<file path="config.mk">
export PLATFORM = sky130hd
export DESIGN_NAME = hazard_stall_ctrl
export DESIGN_NICKNAME = d
export VERILOG_FILES = /design/src/rtl/hazard_stall_ctrl.sv
export SDC_FILE = /design/constraint.sdc
export NUM_CORES = 1
export LEC_CHECK = 0
export ABC_AREA = 1
export CORE_MARGIN = 5
export CORE_UTILIZATION = 45
export CTS_BUF_LIST = sky130_fd_sc_hd__clkbuf_4 sky130_fd_sc_hd__clkbuf_8
export DETAILED_ROUTE_END_ITERATION = 16
export DONT_BUFFER_PORTS = 1
export HOLD_SLACK_MARGIN = 0.06
export SLEW_MARGIN = 5
export SYNTH_ARGS = -nofsm -noshare
export SYNTH_HDL_FRONTEND = slang
export SYNTH_SLANG_ARGS = --single-unit
export TNS_END_PERCENT = 30
</file>
<file path="constraint.sdc">
create_clock -name clk -period 1.5 [get_ports clk]
set_clock_uncertainty 0.1 [all_clocks]
set_input_delay 0.3 -clock clk [delete_from_list [all_inputs] [get_ports clk]]
set_output_delay 0.3 -clock clk [all_outputs]
set_load 0.01 [all_outputs]
</file>
<file path="src/rtl/hazard_stall_ctrl.sv">
// Hazard and stall controller: RAW detection against EXE/MEM, forwarding selects, memory-wait FSM.
// Optional macro STALL_STATS_EN adds saturating stall-cycle counters.
module hazard_stall_ctrl #(
    parameter int REG_AW   = 4,
    parameter int NUM_SRC  = 2,
    parameter int MAX_WAIT = 16,
    parameter int CNT_W    = 5
) (
    input  logic                      clk,
    input  logic                      rst,
    input  logic [NUM_SRC*REG_AW-1:0] src_addr,
    input  logic [NUM_SRC-1:0]        src_valid,
    input  logic [REG_AW-1:0]         exe_dest,
    input  logic                      exe_wb_en,
    input  logic                      exe_mem_r_en,
    input  logic [REG_AW-1:0]         mem_dest,
    input  logic                      mem_wb_en,
    input  logic                      fwd_en,
    input  logic                      mem_r_en,
    input  logic                      mem_w_en,
    input  logic                      mem_ready,
    input  logic                      err_clr,
    output logic                      hazard,
    output logic                      data_hazard,
    output logic                      mem_stall,
    output logic [2*NUM_SRC-1:0]      fwd_sel,
    output logic                      mem_timeout,
    output logic [CNT_W-1:0]          wait_cnt
`ifdef STALL_STATS_EN
    ,
    output logic [31:0]               data_stall_cycles,
    output logic [31:0]               mem_stall_cycles
`endif
);

    typedef enum logic [1:0] {
        S_IDLE = 2'd0,
        S_WAIT = 2'd1,
        S_ERR  = 2'd2
    } state_t;

    state_t             state, state_nxt;
    logic [CNT_W-1:0]   cnt_nxt;
    logic [NUM_SRC-1:0] hit_exe, hit_mem;
    logic               acc;

    assign acc = mem_r_en | mem_w_en;

    // Full-width compare: register 0 is a legitimate destination.
    always_comb begin
        // NOTE: every signal written here gets a default first so no latch is inferred.
        hit_exe = '0;
        hit_mem = '0;
        for (int i = 0; i < NUM_SRC; i++) begin
            hit_exe[i] = src_valid[i] & exe_wb_en & (src_addr[i*REG_AW +: REG_AW] == exe_dest);
            hit_mem[i] = src_valid[i] & mem_wb_en & (src_addr[i*REG_AW +: REG_AW] == mem_dest);
        end
    end

    always_comb begin
        data_hazard = 1'b0;
        fwd_sel     = '0;
        for (int i = 0; i < NUM_SRC; i++) begin
            if (fwd_en) begin
                // Only a load in EXE cannot be forwarded in time.
                if (hit_exe[i] & exe_mem_r_en)
                    data_hazard = 1'b1;
                if (hit_exe[i] & ~exe_mem_r_en)
                    fwd_sel[2*i +: 2] = 2'b01;
                else if (hit_mem[i])
                    fwd_sel[2*i +: 2] = 2'b10;
            end else if (hit_exe[i] | hit_mem[i]) begin
                data_hazard = 1'b1;
            end
        end
    end

    // State register
    always_ff @(posedge clk) begin
        // NOTE: sequential state uses non-blocking assignments only.
        if (!rst) begin
            state       <= S_IDLE;
            wait_cnt    <= '0;
            mem_timeout <= 1'b0;
        end else begin
            state       <= state_nxt;
            wait_cnt    <= cnt_nxt;
            mem_timeout <= (state_nxt == S_ERR);
        end
    end

    // Next-state logic
    always_comb begin
        state_nxt = state;
        cnt_nxt   = wait_cnt;
        case (state)
            S_IDLE: begin
                if (acc & ~mem_ready) begin
                    state_nxt = S_WAIT;
                    cnt_nxt   = CNT_W'(1);
                end else begin
                    cnt_nxt   = '0;
                end
            end
            S_WAIT: begin
                if (mem_ready | ~acc) begin
                    state_nxt = S_IDLE;
                    cnt_nxt   = '0;
                end else if (wait_cnt == CNT_W'(MAX_WAIT - 1)) begin
                    state_nxt = S_ERR;
                end else begin
                    cnt_nxt   = wait_cnt + CNT_W'(1);
                end
            end
            S_ERR: begin
                if (err_clr) begin
                    state_nxt = S_IDLE;
                    cnt_nxt   = '0;
                end
            end
            default: begin
                state_nxt = S_IDLE;
                cnt_nxt   = '0;
            end
        endcase
    end

    // Output logic: the stall is released once the FSM has given up.
    always_comb begin
        mem_stall = acc & ~mem_ready & (state != S_ERR);
        hazard    = data_hazard | mem_stall;
    end

`ifdef STALL_STATS_EN
    always_ff @(posedge clk) begin
        if (!rst) begin
            data_stall_cycles <= '0;
            mem_stall_cycles  <= '0;
        end else begin
            if (data_hazard && (data_stall_cycles != '1))
                data_stall_cycles <= data_stall_cycles + 32'd1;
            if (mem_stall && (mem_stall_cycles != '1))
                mem_stall_cycles <= mem_stall_cycles + 32'd1;
        end
    end
`endif

endmodule
</file>
==> impl_metrics.yaml, run 1 <==
pwr:
  power_switching_share_pct: 29.8
  leakagePower_nw: 0.507
  ir_drop_uv: 320
  clockPowerShare_pct: 33.6
  p_int_mw: 0.352
  power_frac_seq_pct: 43.7
  powerDensity_nw_per_um2: 519
  power.switching_mw: 0.149
  totalPowerFinal_mw: 0.502
  p_comb_share_pct: 22.6
drt:
  wl_per_cell_um: 12.5
  vias: 904
  avgViaCountPerCell: 5.26
  wirelength_um: 2150
  drc: 0
  drtAntennaViolNets: 0
  dr.pass1.iters: 4
  drtIter0Drc: 24
logic_synthesis:
  syn_inst: 141
  synth-simple-area-share_pct: 53.3
  synth.top_cell.area_share_pct: 24.1
  syn-num-nets: 171
  avgSynthCellArea_um2: 5.53
  yosysSeqAreaShare_pct: 20.5
  synth.distinct_cells: 22
  yosys_warnings: 0
  synth_area_leaders: "nand2_1 (24%), dfxtp_1 (21%), nor2_1 (11%), inv_1 (9.6%), a21oi_1 (5.8%)"
  synth_top_family_by_area: "simple AND/OR/NAND/NOR gates"
  netlist_area_um2: 779
  synth_seq_cells: 8
  synthMuxAreaShare_pct: 0
  synth_xor_area_share_pct: 1.12
  yosysTopAreaCell: "nand2_1"
  synthAdderAreaFrac_pct: 3.21
  synth-compound-area-share_pct: 11.2
clock_tree:
  htreeDepth: 1
  cts_buffer_depth: 2
  cts.clk_slew.worst_paths_ps: 60
  ctsRootBufferMaster: "clkbuf_4"
  clock-sinks: 8
  cts_made_buffers: 3
  clkLatencyLatePin_ps: 260
  cts_tree: "yes"
finish:
  antenna_cells: 0
  n_fill_cell: 196
  final_cells: 172
  nets: 187
  fin_area_um2: 966
  final_layout_size_suffix_gt1_share_pct: 21.3
  area_growth_pct: 23.9
outcome:
  outcome: "complete, no violations"
critical_path:
  crit_family: "simple AND/OR/NAND/NOR gates"
  cp-start-kind: "flop"
  crit_required_ps: 1560
  critPathKind: "flop to flop"
  cp.arrival_ps: 1490
  end_kind: "flop"
  critical_path.max_fanout: 7
  critPathSlowestCell: "dfxtp_2"
  worstPathCellList: "ha_4 -> nand2_4 -> nor2_4 -> ha_4 -> nand3_4 -> nand2_4 -> o21ai_1 -> and2_1"
  cpPeakStageDelay_ps: 350
  path_buf_inv: 0
floorplan:
  die_y_um: 51.6
  die_w_um: 51.6
  core_area_um2: 1690
  io_pins: 41
  die_area_um2: 2660
  start_util_pct: 46.1
  rows: 15
sta:
  tightest_slew_ps: 432
  setup_viol: 0
  hold_viol: 0
  timing.final.crit_period_ps: 1440
  finalCritPeriodShare_pct: 95.8
  maxSlewHeadroom_pct: 71.2
  maxSlewViolCount: 0
  fmax_mhz: 696
global_route:
  overflow: 0
  busiest_layer: "met2"
  use_met3_pct: 7.45
  grt_pass1_vias: 773
  grt_usage_pct: 16.1
  met2_usage_pct: 23.3
  antenna_found_initial: 0
  grt_pass1_wl_um: 3240
  gr-usage-met1_pct: 22.0
  grt_max_degree: 8
hold_path:
  min_path_type: "input pin to flop"
job:
  drv_cap: 0
placement:
  routabilityCongestion: 0.854
  port_buffers: 0
  dp_cells: 165
  place_area_um2: 856
  dp_hpwl_um: 1790
==> cells in the final DEF, fill, tap and decap left out, types with 2 or more instances in the layout <==
cell type,n
o21ai_1,4
buf_4,11
nor2_4,3
nor2_1,21
nand4_1,3
a21oi_1,7
ha_4,2
nand3_1,8
clkbuf_4,3
dfxtp_1,4
nand2_4,2
inv_1,20
nand2_1,49
inv_2,2
dfxtp_2,4
==> metrics by stage <==
stage               hold slack (ps)  TNS (ps)  utilization, %  setup slack, ps
global route                   64.3     -14.7            57.2            -14.7
detailed placement              330     -4.43            50.7            -4.43
CTS                            50.7     -9.08            52.4            -6.76
floorplan                       326         0               -             23.5
finish                         58.3         0            57.2             62.4
global placement                329         0            50.7             7.22
==> cells in the mapped netlist (all sizes together) <==
| library cell | count |
|---|---|
| inv | 22 |
| nand4 | 3 |
| nor2 | 24 |
| dfxtp | 8 |
| o21ai | 4 |
| nor3 | 1 |
| o21bai | 1 |
| a21oi | 9 |
| a31oi | 1 |
| nand2 | 52 |
| and2 | 1 |
| nand3 | 9 |
| ha | 2 |
| or2 | 1 |
| nand3b | 1 |
| a2111oi | 1 |
| xor2 | 1 |
==> worst paths after layout <==
kind	cells after the start	slack [ps]	from	endpoint
max	8	60	wait_cnt[1]	wait_cnt[1]
min	2	60	rst	wait_cnt[3]
max reg2reg	8	60	wait_cnt[1]	wait_cnt[1]
min reg2reg	1	380	state[0]	state[0]
==> timing repair <==
action | 4_1_cts | 5_1_grt
endpoints found under the setup margin | 6 | 7
buffers inserted | 0 | 4
endpoints found under the hold margin | 2 | 0
resized for setup | 2 | 11
pin swaps | 0 | 6
==> kinds of logic (layout without fill, tap and decap cells) <==
| kind of cell | after synthesis | after routing |
|---|---|---|
| adder cells (fa/ha/maj) | 2 | 2 |
| buffers and inverters | 22 | 36 |
| AND/OR/NAND/NOR | 92 | 92 |
| XOR/XNOR | 1 | 1 |
| AO/OA/AOI/OAI | 16 | 16 |
| flip-flops | 8 | 8 |
==> cell type report <==
type	instances	area, um^2	area share [%]
clock buffers	3	22.5	2.33
flip-flops and latches	8	165	17.1
well taps	17	21.3	2.20
repair buffers	11	82.6	8.55
multi-input cells	111	592	61.3
inverters	22	82.6	8.55
==> power by group through the flow <==
stage                     clock network (mW)  logic, mW  registers (mW)
after detailed placement                   0      0.107           0.223
final                                  0.169      0.113           0.219
after CTS                              0.177      0.107           0.218
after global placement                     0      0.106           0.222
after global routing                   0.192      0.127           0.219
after floorplan                            0     0.0824           0.224
==> worst register-to-register path, delay by kind of cell (launching register included) <==
kind	cells	cell delay [ps]
AOI/OAI and AO/OA	1	70
adders and majority gates	2	300
DFF	1	350
and+or+nand+nor	5	510
==> flip-flops by register name, summed over array words and instances, names as in the netlist <==
signal / cells
wait_cnt: 5
mem_timeout: 1
state: 2
==> metal layers <==
layer,wire [um],share of wire [%]
met1,1020,48
met4,17,0.79
met2,868,40
met3,238,11
met5,0,0
Note: power is estimated with default switching activity, not from simulation.
==> inputs of run 2 (changes only) <==
--- a/config.mk
+++ b/config.mk
@@ -12,6 +12,7 @@
 export DETAILED_ROUTE_END_ITERATION = 16
 export DONT_BUFFER_PORTS = 1
 export HOLD_SLACK_MARGIN = 0.06
+export SKIP_CTS_REPAIR_TIMING = 1
 export SLEW_MARGIN = 5
 export SYNTH_ARGS = -nofsm -noshare
 export SYNTH_HDL_FRONTEND = slang
==> impl_metrics.yaml, run 2 (synthesis gave the netlist of run 1 again) <==
outcome:
  outcome: "complete, no violations"
placement:
  routabilityCongestion: 0.854
  port_buffers: 0
  place_area_um2: 856
  dp_cells: 165
  dp_hpwl_um: 1790
  dp_slack_ps: -4.43
critical_path:
  cp-start-kind: "flop"
  crit_required_ps: 1550
  critical_path.max_fanout: 7
  r2r_cells: 8
  end_kind: "flop"
  critPathKind: "flop to flop"
  cp.arrival_ps: 1490
floorplan:
  start_util_pct: 46.1
  die_y_um: 51.6
  rows: 15
  die_area_um2: 2660
  die_w_um: 51.6
  core_area_um2: 1690
  io_pins: 41
hold_path:
  whs_path_depth: 2
  min_path_type: "input pin to flop"
drt:
  drtIter0Drc: 29
  drtAntennaViolNets: 0
  vias: 892
  wirelength_um: 2120
  avgViaCountPerCell: 5.19
  wl_per_cell_um: 12.3
  dr.pass1.iters: 4
  drc: 0
sta:
  tightest_slew_ps: 413
  finalCritPeriodShare_pct: 95.9
  maxSlewHeadroom_pct: 72.4
  fmax_mhz: 695
  hold_viol: 0
  timing.final.crit_period_ps: 1440
  layout_setup_ws_ps: 61.8
  maxSlewViolCount: 0
  setup_viol: 0
finish:
  largest_register_ffs: 5
  area_growth_pct: 23.9
  layout_commonest_cell: "nand2_1"
  final_cell_mix: "nand2_1 (49), nor2_1 (21), inv_1 (20), buf_4 (11), nand3_1 (8)"
  final_cells: 172
  largestRegisters: "wait_cnt: 5 flops, state: 2 flops, mem_timeout: 1 flops"
  n_fill_cell: 196
  fin_area_um2: 966
  final_layout_size_suffix_gt1_share_pct: 21.3
  largest_register: "wait_cnt"
  antenna_cells: 0
  nets: 187
job:
  drv_cap: 0
clock_tree:
  cts_made_buffers: 3
  clkLatencyLatePin_ps: 260
  cts.clk_slew.worst_paths_ps: 50
  clock-sinks: 8
  cts_tree: "yes"
  htreeDepth: 1
  cts_buffer_depth: 2
  ctsRootBufferMaster: "clkbuf_4"
pwr:
  powerDensity_nw_per_um2: 517
  ir_drop_uv: 320
  leakagePower_nw: 0.507
global_route:
  antenna_found_initial: 0
  grt_pass1_vias: 776
  grt_usage_pct: 16.1
  overflow: 0
  grt_pass1_wl_um: 3240
  grt_max_degree: 8
[run 2: final cells by class]
cell class	count	area, um^2	share of cell area, %
multi-input combinational	111	592	61.3
sequential	8	165	17.1
clock buffer	3	22.5	2.33
timing repair buffer	11	82.6	8.55
inverter	22	82.6	8.55
tap	17	21.3	2.20
[run 2: path summary, 6_finish.rpt]
path          startpoint          end  slack (ps)
max          wait_cnt[1]  wait_cnt[1]          60
min                  rst  wait_cnt[3]          60
max reg2reg  wait_cnt[1]  wait_cnt[1]          60
min reg2reg     state[0]     state[0]         380
[run 2: layer usage]
| layer | share of wire [%] | vias up | GRT usage, % |
|---|---|---|---|
| met4 | 0.80 | 0 | 2.62 |
| met2 | 41 | 35 | 23.3 |
| met5 | 0 | - | 0 |
| li1 | - | 473 | - |
| met3 | 11 | 3 | 7.45 |
| met1 | 47 | 381 | 22.0 |
[run 2: worst max-delay path, cell delays in order (launching register included)]
cell and delay, ps:
dfxtp_2 350, ha_4 150, nand2_4 50, nor2_4 120
ha_4 150, nand3_4 90, nand2_4 120, o21ai_1 70
and2_1 130
[run 2: power breakdown]
part           switching, mW  leakage (nW)  internal [mW]
registers            0.00299        0.0666          0.216
logic                 0.0690         0.427         0.0441
clock network         0.0755        0.0138         0.0917
[run 2: metrics by stage]
step                      TNS [ps]  hold slack [ps]  power, mW  utilization, %
final                            0             60.3      0.500            57.2
after global routing         -5.10             64.3      0.538            57.2
after CTS                     -156             50.7      0.502            52.0
after detailed placement     -4.43              330      0.329            50.7
after global placement           0              329      0.328            50.7
after floorplan                  0              326      0.307               -
